**src/rtl/hex_key_controller.sv**
```systemverilog
// hex_key_controller: debounces scanner Code/Valid pairs into one event per
// physical key press and queues those events in a small FIFO that the
// consumer drains with a pop handshake. A sticky overflow flag records any
// press that was lost because the queue was full.
module hex_key_controller #(
    parameter int DEBOUNCE_CYCLES = 4,  // 2..255 identical samples to accept a press/release
    parameter int FIFO_DEPTH      = 4   // power of two, 2..16
) (
    input  logic                          clock,
    input  logic                          reset,
    input  logic [3:0]                    Code,
    input  logic                          Valid,
    input  logic                          key_pop,
    input  logic                          clear_ovf,
    output logic [3:0]                    key_data,
    output logic                          key_avail,
    output logic                          fifo_full,
    output logic [$clog2(FIFO_DEPTH):0]   fifo_count,
    output logic                          overflow
);

    localparam int PW = $clog2(FIFO_DEPTH);
    localparam int CW = PW + 1;

    localparam logic [7:0]    DEB_LIMIT = 8'(DEBOUNCE_CYCLES);
    localparam logic [CW-1:0] DEPTH_CNT = CW'(FIFO_DEPTH);

    localparam logic [1:0] IDLE    = 2'd0;
    localparam logic [1:0] CONFIRM = 2'd1;
    localparam logic [1:0] HELD    = 2'd2;
    localparam logic [1:0] RELEASE = 2'd3;

    logic [1:0]    state, state_nxt;
    logic [7:0]    cnt, cnt_nxt, cnt_inc;
    logic [3:0]    cand, cand_nxt;
    logic          push_req;

    logic [3:0]    mem [FIFO_DEPTH];
    logic [PW-1:0] rd_ptr, wr_ptr;
    logic [CW-1:0] count, count_nxt;
    logic          is_full, is_empty;
    logic          do_push, do_pop, drop;

    assign cnt_inc = cnt + 8'd1;

    // Debounce FSM next-state logic: qualify a press, hold it, qualify the release.
    always_comb begin
        // NOTE: every variable gets a default before the case so no path leaves
        // it unassigned, which would otherwise infer a latch.
        state_nxt = state;
        cnt_nxt   = cnt;
        cand_nxt  = cand;
        push_req  = 1'b0;
        case (state)
            IDLE: begin
                if (Valid) begin
                    cand_nxt  = Code;
                    cnt_nxt   = 8'd1;
                    state_nxt = CONFIRM;
                end
            end
            CONFIRM: begin
                if (Valid && (Code == cand)) begin
                    cnt_nxt = cnt_inc;
                    if (cnt_inc == DEB_LIMIT) begin
                        push_req  = 1'b1;
                        state_nxt = HELD;
                    end
                end else begin
                    // A mismatching sample is dropped, not taken as a new candidate.
                    state_nxt = IDLE;
                end
            end
            HELD: begin
                if (!Valid) begin
                    cnt_nxt   = 8'd1;
                    state_nxt = RELEASE;
                end
            end
            RELEASE: begin
                if (!Valid) begin
                    cnt_nxt = cnt_inc;
                    if (cnt_inc == DEB_LIMIT) begin
                        state_nxt = IDLE;
                    end
                end else begin
                    // Bounce during release returns to HELD without a new event.
                    state_nxt = HELD;
                end
            end
            default: state_nxt = IDLE;
        endcase
    end

    // Debounce FSM state registers.
    always_ff @(posedge clock or negedge reset) begin
        // NOTE: sequential state uses non-blocking assignments so every register
        // samples the pre-edge values regardless of statement order.
        if (!reset) begin
            state <= IDLE;
            cnt   <= 8'd0;
            cand  <= 4'd0;
        end else begin
            state <= state_nxt;
            cnt   <= cnt_nxt;
            cand  <= cand_nxt;
        end
    end

    assign is_full  = (count == DEPTH_CNT);
    assign is_empty = (count == '0);

    // Pop on empty is ignored; a push into a full queue only succeeds when
    // the head is popped in the same cycle, freeing its slot.
    assign do_pop  = key_pop && !is_empty;
    assign do_push = push_req && (!is_full || key_pop);
    assign drop    = push_req && is_full && !key_pop;

    // Occupancy update from the push/pop pair.
    always_comb begin
        count_nxt = count;
        case ({do_push, do_pop})
            2'b10:   count_nxt = count + CW'(1);
            2'b01:   count_nxt = count - CW'(1);
            default: count_nxt = count;
        endcase
    end

    // FIFO pointers, occupancy and sticky overflow flag.
    always_ff @(posedge clock or negedge reset) begin
        if (!reset) begin
            rd_ptr   <= '0;
            wr_ptr   <= '0;
            count    <= '0;
            overflow <= 1'b0;
        end else begin
            // Pointer width equals log2(depth), so increment wraps naturally.
            if (do_push) wr_ptr <= wr_ptr + PW'(1);
            if (do_pop)  rd_ptr <= rd_ptr + PW'(1);
            count <= count_nxt;
            // A dropped push wins over a simultaneous clear.
            if (drop)           overflow <= 1'b1;
            else if (clear_ovf) overflow <= 1'b0;
        end
    end

    // FIFO storage write port.
    always_ff @(posedge clock) begin
        // NOTE: the storage array is deliberately not reset; the count gates
        // every read, so stale contents are never observed.
        if (do_push) mem[wr_ptr] <= cand;
    end

    assign key_avail  = !is_empty;
    assign fifo_full  = is_full;
    assign fifo_count = count;
    assign key_data   = is_empty ? 4'd0 : mem[rd_ptr];

endmodule

```
**config.mk**
```make
export PLATFORM = sky130hd
export DESIGN_NAME = hex_key_controller
export DESIGN_NICKNAME = d
export VERILOG_FILES = /design/src/rtl/hex_key_controller.sv
export SDC_FILE = /design/constraint.sdc
export NUM_CORES = 1
export LEC_CHECK = 0
export ABC_CLOCK_PERIOD_IN_PS = 2900
export CORE_AREA = 2 2 63 65
export CTS_CLUSTER_SIZE = 28
export DETAILED_ROUTE_END_ITERATION = 7
export DIE_AREA = 0 0 65 67
export PLACE_DENSITY = 0.79
export SYNTH_ARGS = -nofsm -noshare
export SYNTH_HDL_FRONTEND = slang
export SYNTH_SLANG_ARGS = --single-unit
```
**constraint.sdc**
```tcl
create_clock -name clock -period 2.9 [get_ports clock]
set_input_delay 0.58 -clock clock [delete_from_list [all_inputs] [get_ports clock]]
set_output_delay 0.58 -clock clock [all_outputs]
set_load 0.05 [all_outputs]
```
# Word-level counts from Yosys, hierarchy flattened
# Memories as Yosys holds them, arrays and structs flattened.
# Index checks and enable logic that the tools add are counted.
# word_totals
reg_bits,22
ramBits,16
inputBits,9
word_cells,64
n_memories,1
# op_classes
n_addsub,5
n_eq_ne,14
mux,21
reduce_logical,16
# mem_list
memory,depth,word_bits,rd,rd_clocked_by_memory_dff,write_ports,line,source
mem,4,4,1,0,1,38,logic [3:0] mem [FIFO_DEPTH];
# ops
op,count
$mux 8,4
$pmux 8 s4,1
$mux 2,6
$add 8x1->8 const B,1
$eq 8x3->1 const B,1
$ne 2x2->1 const B,4
$pmux 2 s4,1
$reduce_and 4->1,2
$mux 1,7
$eq 2x2->1 const B,3
$ne 3x3->1 const B,2
$pmux 3 s2,1
$logic_and 1x1->1,5
$add 2x1->2 const B,2
$eq 2x1->1 const B,2
$eq 4x4->1,1
$mux 4,1
$reduce_bool 2->1,2
$add 3x1->3 const B,1
$eq 3x3->1 const B,1
$logic_not 1->1,3
$logic_not 3->1,1
$sub 3x1->3 const B,1
$logic_not 2->1,1
other kinds (2),2

# Logic depth before layout (Yosys ltp)
# depth
ltp_word,8
depth_mapped,12
mapped_depth_nobuf,10

# Worst setup path before layout
# OpenSTA, ideal clock, no wires.
# synth_path
path_type,register -> register
start,"register count[2], in the netlist fifo_count[2]"
end,"register count[2], in the netlist fifo_count[2]"
setup_time_ns,0.082
t_arrival_ns,3.451
t_required_ns,2.818
slack_ns,-0.633
path_stages_with_launch,12
path_buffers,1
period_less_slack_ns,3.533
cell_sequence,dfrtp_1 nor3b_1 nand2b_1 and4_1 buf_6 inv_1 ha_1 inv_1 fa_1 xor2_1 nor2_1 xor2_1
# synth_between
elab_chain_len,6
elab_cells_between_ends,13
classes_between,add/sub (2); eq/ne (3); mux (1); reduce/logical (7)
# synth_rtl
item,line,source
"start, declared",40,"logic [CW-1:0] count, count_nxt;"
"start signal, assigned",140,count <= count_nxt;
$eq 3x3->1 *,110,assign is_full = (count == DEPTH_CNT);
via fifo_full,17,"output logic fifo_full,"
$logic_not 1->1 *,116,assign do_push = push_req && (!is_full || key_pop);
$logic_or 1x1->1 *,116,
$logic_and 1x1->1 *,116,
$eq 2x1->1 or $eq 2x2->1 (tied branches),122,"case ({do_push, do_pop})"
$pmux 3 s2 or $reduce_bool 2->1 (tied branches),-,
# Mark *: on every way through the listed nets, which the timed path passes. The rest lies on a longest branch.
# A chain may end at the register's enable or synchronous reset.

# Worst setup path in the final report
# layout_path
start,"register count[0], in the netlist fifo_count[0]"
end,output key_avail
# layout_between
elab_chain_len,2
# layout_rtl
item,line,source
$logic_not 3->1,111,assign is_empty = (count == '0);
$logic_not 1->1,154,assign key_avail = !is_empty;
"end, declared",16,"output logic key_avail,"
# Every way passes these cells.

==> metrics <==
Main synth FF type=dfrtp_1; Clock Latency Late Sink=300 ps; Post-synth EDFFs=16; final setup fails=0; most frequent cells in the layout=22 x dfrtp_1, 16 x edfxtp_1, 14 x clkdlybuf4s50_1; antenna violations before repair=0; H-tree lvl count=2; Antenna Cells=0; # clock sinks=38; Synth async-reset ratio=between 50 and 60%; Worst EP required=between 2000 and 2500 ps; port bufs=18; Placement Setup Slack=148 ps; Wirelength per Cell=around 15 um; crit-path max cell delay=roughly 730 ps; status=completed; Seq pwr share=38.9%; Congestion Overflow GR=0; Final Max Slew Viols=0; critical path capture point type=output port; CTS buffer count=5; largest net degree at the start of global routing=23; unrepaired setup endpoints after global routing=no; Die Wd=approximately 65 um; Placer Congestion=0.894; share of layout cells above drive strength 1=19.3%; Max-Slew Margin vs Limit=just over 60%; CP Cell Sequence=or3_1 > clkdlybuf4s50_1; Routed WL=~3400 um; drt first pass iters=4; final instance area=0.00232 mm2; Core ar.=between 0.003 and 0.004 mm2; HP Class=flip-flop to flip-flop; Final #Nets=about 200; sequential share of the synthesized area=a little over half; clk root buf=clkbuf_8; Cell Area, Placed=roughly 0.0022 mm2; Synthesized Nets=~170; combinational power share=41.8%; Net Sw Frac=about two fifths; crit path max fanout=6; unique cell type count in the Yosys netlist=40; post-CTS setup buffer count=0; maximum clock frequency=0.395 GHz; Post-Syn Area=0.00196 mm2; Synth Area per Inst=12.4 um2; actual slew at the worst max-slew pin=~570 ps; commonest non-fill, non-tap cell in the layout=dfrtp_1; Post-DP HPWL=~2500 um; Starting Density=between 50% and 60%; Setup crit start kind=flip-flop; Psw=907 uW; synthesized flop and latch total=38; Crit path max-delay family=buffers and inverters; maximum vdd ir drop=0.485 mV; Iter 0 DRT Violations=~70; first-pass GRT wire length=between 5000 and 6000 um; routed vias/inst=approximately 5.7; period utilization=just under 90%; area grow syn2layout=18.2%; clock power share=around a fifth; DR vias=1309; max-cap viol count=0; Clock Tree Buf Depth=2; Cell Pwr Density=984 mW/mm2; Die ar.=~0.0044 mm2; Total Neg Setup Slack=0 ps; Routed Antenna Nets=0; DRC=0; synth warn=0; PnR worst setup slack=about 370 ps; vias in the first global route=1287; Worst Path Buf+Inv=1; Final Hold Fails=0; worst setup path class=flip-flop to output port; Int Pwr=1.38 mW; leak pwr=about 0.96 nW; Tot GR Track Use=18.5%; worst clock skew=4.74 ps; Worst EP arrival=slightly below 2000 ps; # IOs=19; Site Rows=22; CTS tree=done; Chip Height=around 67 um; clock-pin slew on the worst setup and hold paths=roughly 70 ps; Final min period=~2500 ps; Post-Syn Instances=158; critical path's slowest cell=clkdlybuf4s50_1
cells by family after synthesis:
kind of cell             Yosys count  synth area share, %
AND/OR/NAND/NOR                   51                 16.4
adder cells (fa/ha/maj)            7                 4.84
multiplexers                      11                 8.73
XOR/XNOR                          13                 5.80
flip-flops                        38                 52.5
AO/OA/AOI/OAI                     23                 7.90
buffers and inverters             15                 3.89
state kept, by name (all words and copies together), names as in the netlist:
register	flops
mem	16
cnt	8
cand	4
fifo_count	3
rd_ptr	2
state	2
wr_ptr	2
overflow	1
cell type report:
class	instances	area (um2)
fillers	257	1280
multi-input cells	105	868
clock buffers	5	68.8
repair buffers	23	228
well taps	48	60.1
inverters	7	26.3
clock inverters	3	40.0
flip-flops and latches	38	1030
worst paths after layout:
kind,startpoint,end,slack [ps],cells past startpoint
worst max register to register,cnt[4],fifo_count[2],660,10
worst min-delay path,fifo_count[2],fifo_count[2],520,1
max in group asynchronous,reset,cand[2],2040,2
min in group asynchronous,reset,fifo_count[1],630,2
worst max-delay path,fifo_count[0],key_avail,370,2
worst min register to register,fifo_count[2],fifo_count[2],520,1
repair_timing:
| item | in CTS | in global routing |
|---|---|---|
| hold buffers | 0 | 0 |
| setup endpoints to repair | 0 | 4 |
| gates resized for setup | 0 | 4 |
power groups by stage:
stage	clock network (mW)	logic [mW]	registers, mW
6_report	0.441	0.956	0.888
5_1_grt	0.470	1.04	0.915
4_1_cts	0.448	0.966	0.889
3_5_place_dp	0	0.958	0.898
3_3_place_gp	0	0.939	0.884
2_1_floorplan	0	0.680	0.895
synth_stat cells (2+ instances only):
| library cell | instances | area (um2) |
|---|---|---|
| dfrtp_1 | 22 | 551 |
| edfxtp_1 | 16 | 480 |
| a21oi_1 | 7 | 35.0 |
| inv_1 | 7 | 26.3 |
| nand2_1 | 7 | 26.3 |
| nand3_1 | 7 | 35.0 |
| xnor2_1 | 7 | 61.3 |
| ha_1 | 6 | 75.1 |
| xor2_1 | 6 | 52.6 |
| and2_1 | 5 | 31.3 |
| and3_1 | 5 | 31.3 |
| mux2_2 | 5 | 56.3 |
| and2_2 | 4 | 30.0 |
| clkbuf_1 | 4 | 15.0 |
| mux4_2 | 4 | 90.1 |
| nor2_1 | 4 | 15.0 |
| o211ai_1 | 4 | 30.0 |
| o21ai_0 | 4 | 20.0 |
| o2bb2ai_1 | 4 | 35.0 |
| or3_1 | 4 | 25.0 |
| nor3b_1 | 3 | 22.5 |
| buf_6 | 2 | 22.5 |
| nand3b_1 | 2 | 15.0 |
| nor2b_1 | 2 | 12.5 |
| or3b_2 | 2 | 17.5 |
stage by stage:
step	total power [mW]	hold slack, ps	instances	util [%]
floorplan	1.58	284	158	-
global placement	1.82	495	221	61.1
detailed placement	1.86	508	221	61.1
CTS	2.30	518	229	64.1
global route	2.42	553	229	64.4
finish	2.29	521	229	64.4
worst register-to-register path: stages, from the launching register on:
cell and delay, ps:
dfrtp_1 480, nor4_4 310, and3_1 250, and4_1 230
inv_1 50, ha_1 210, inv_1 80, fa_1 170
xor2_1 160, nor2_1 70, xor2_1 140
per-layer routing:
| metal | vias up | track usage (%) | routed length, um |
|---|---|---|---|
| met5 | - | 0 | 0 |
| met4 | 0 | 10.1 | 69 |
| li1 | 614 | - | - |
| met1 | 648 | 22.9 | 1490 |
| met3 | 6 | 4.05 | 187 |
| met2 | 41 | 30.3 | 1690 |
(Power assumes the default switching activity.)
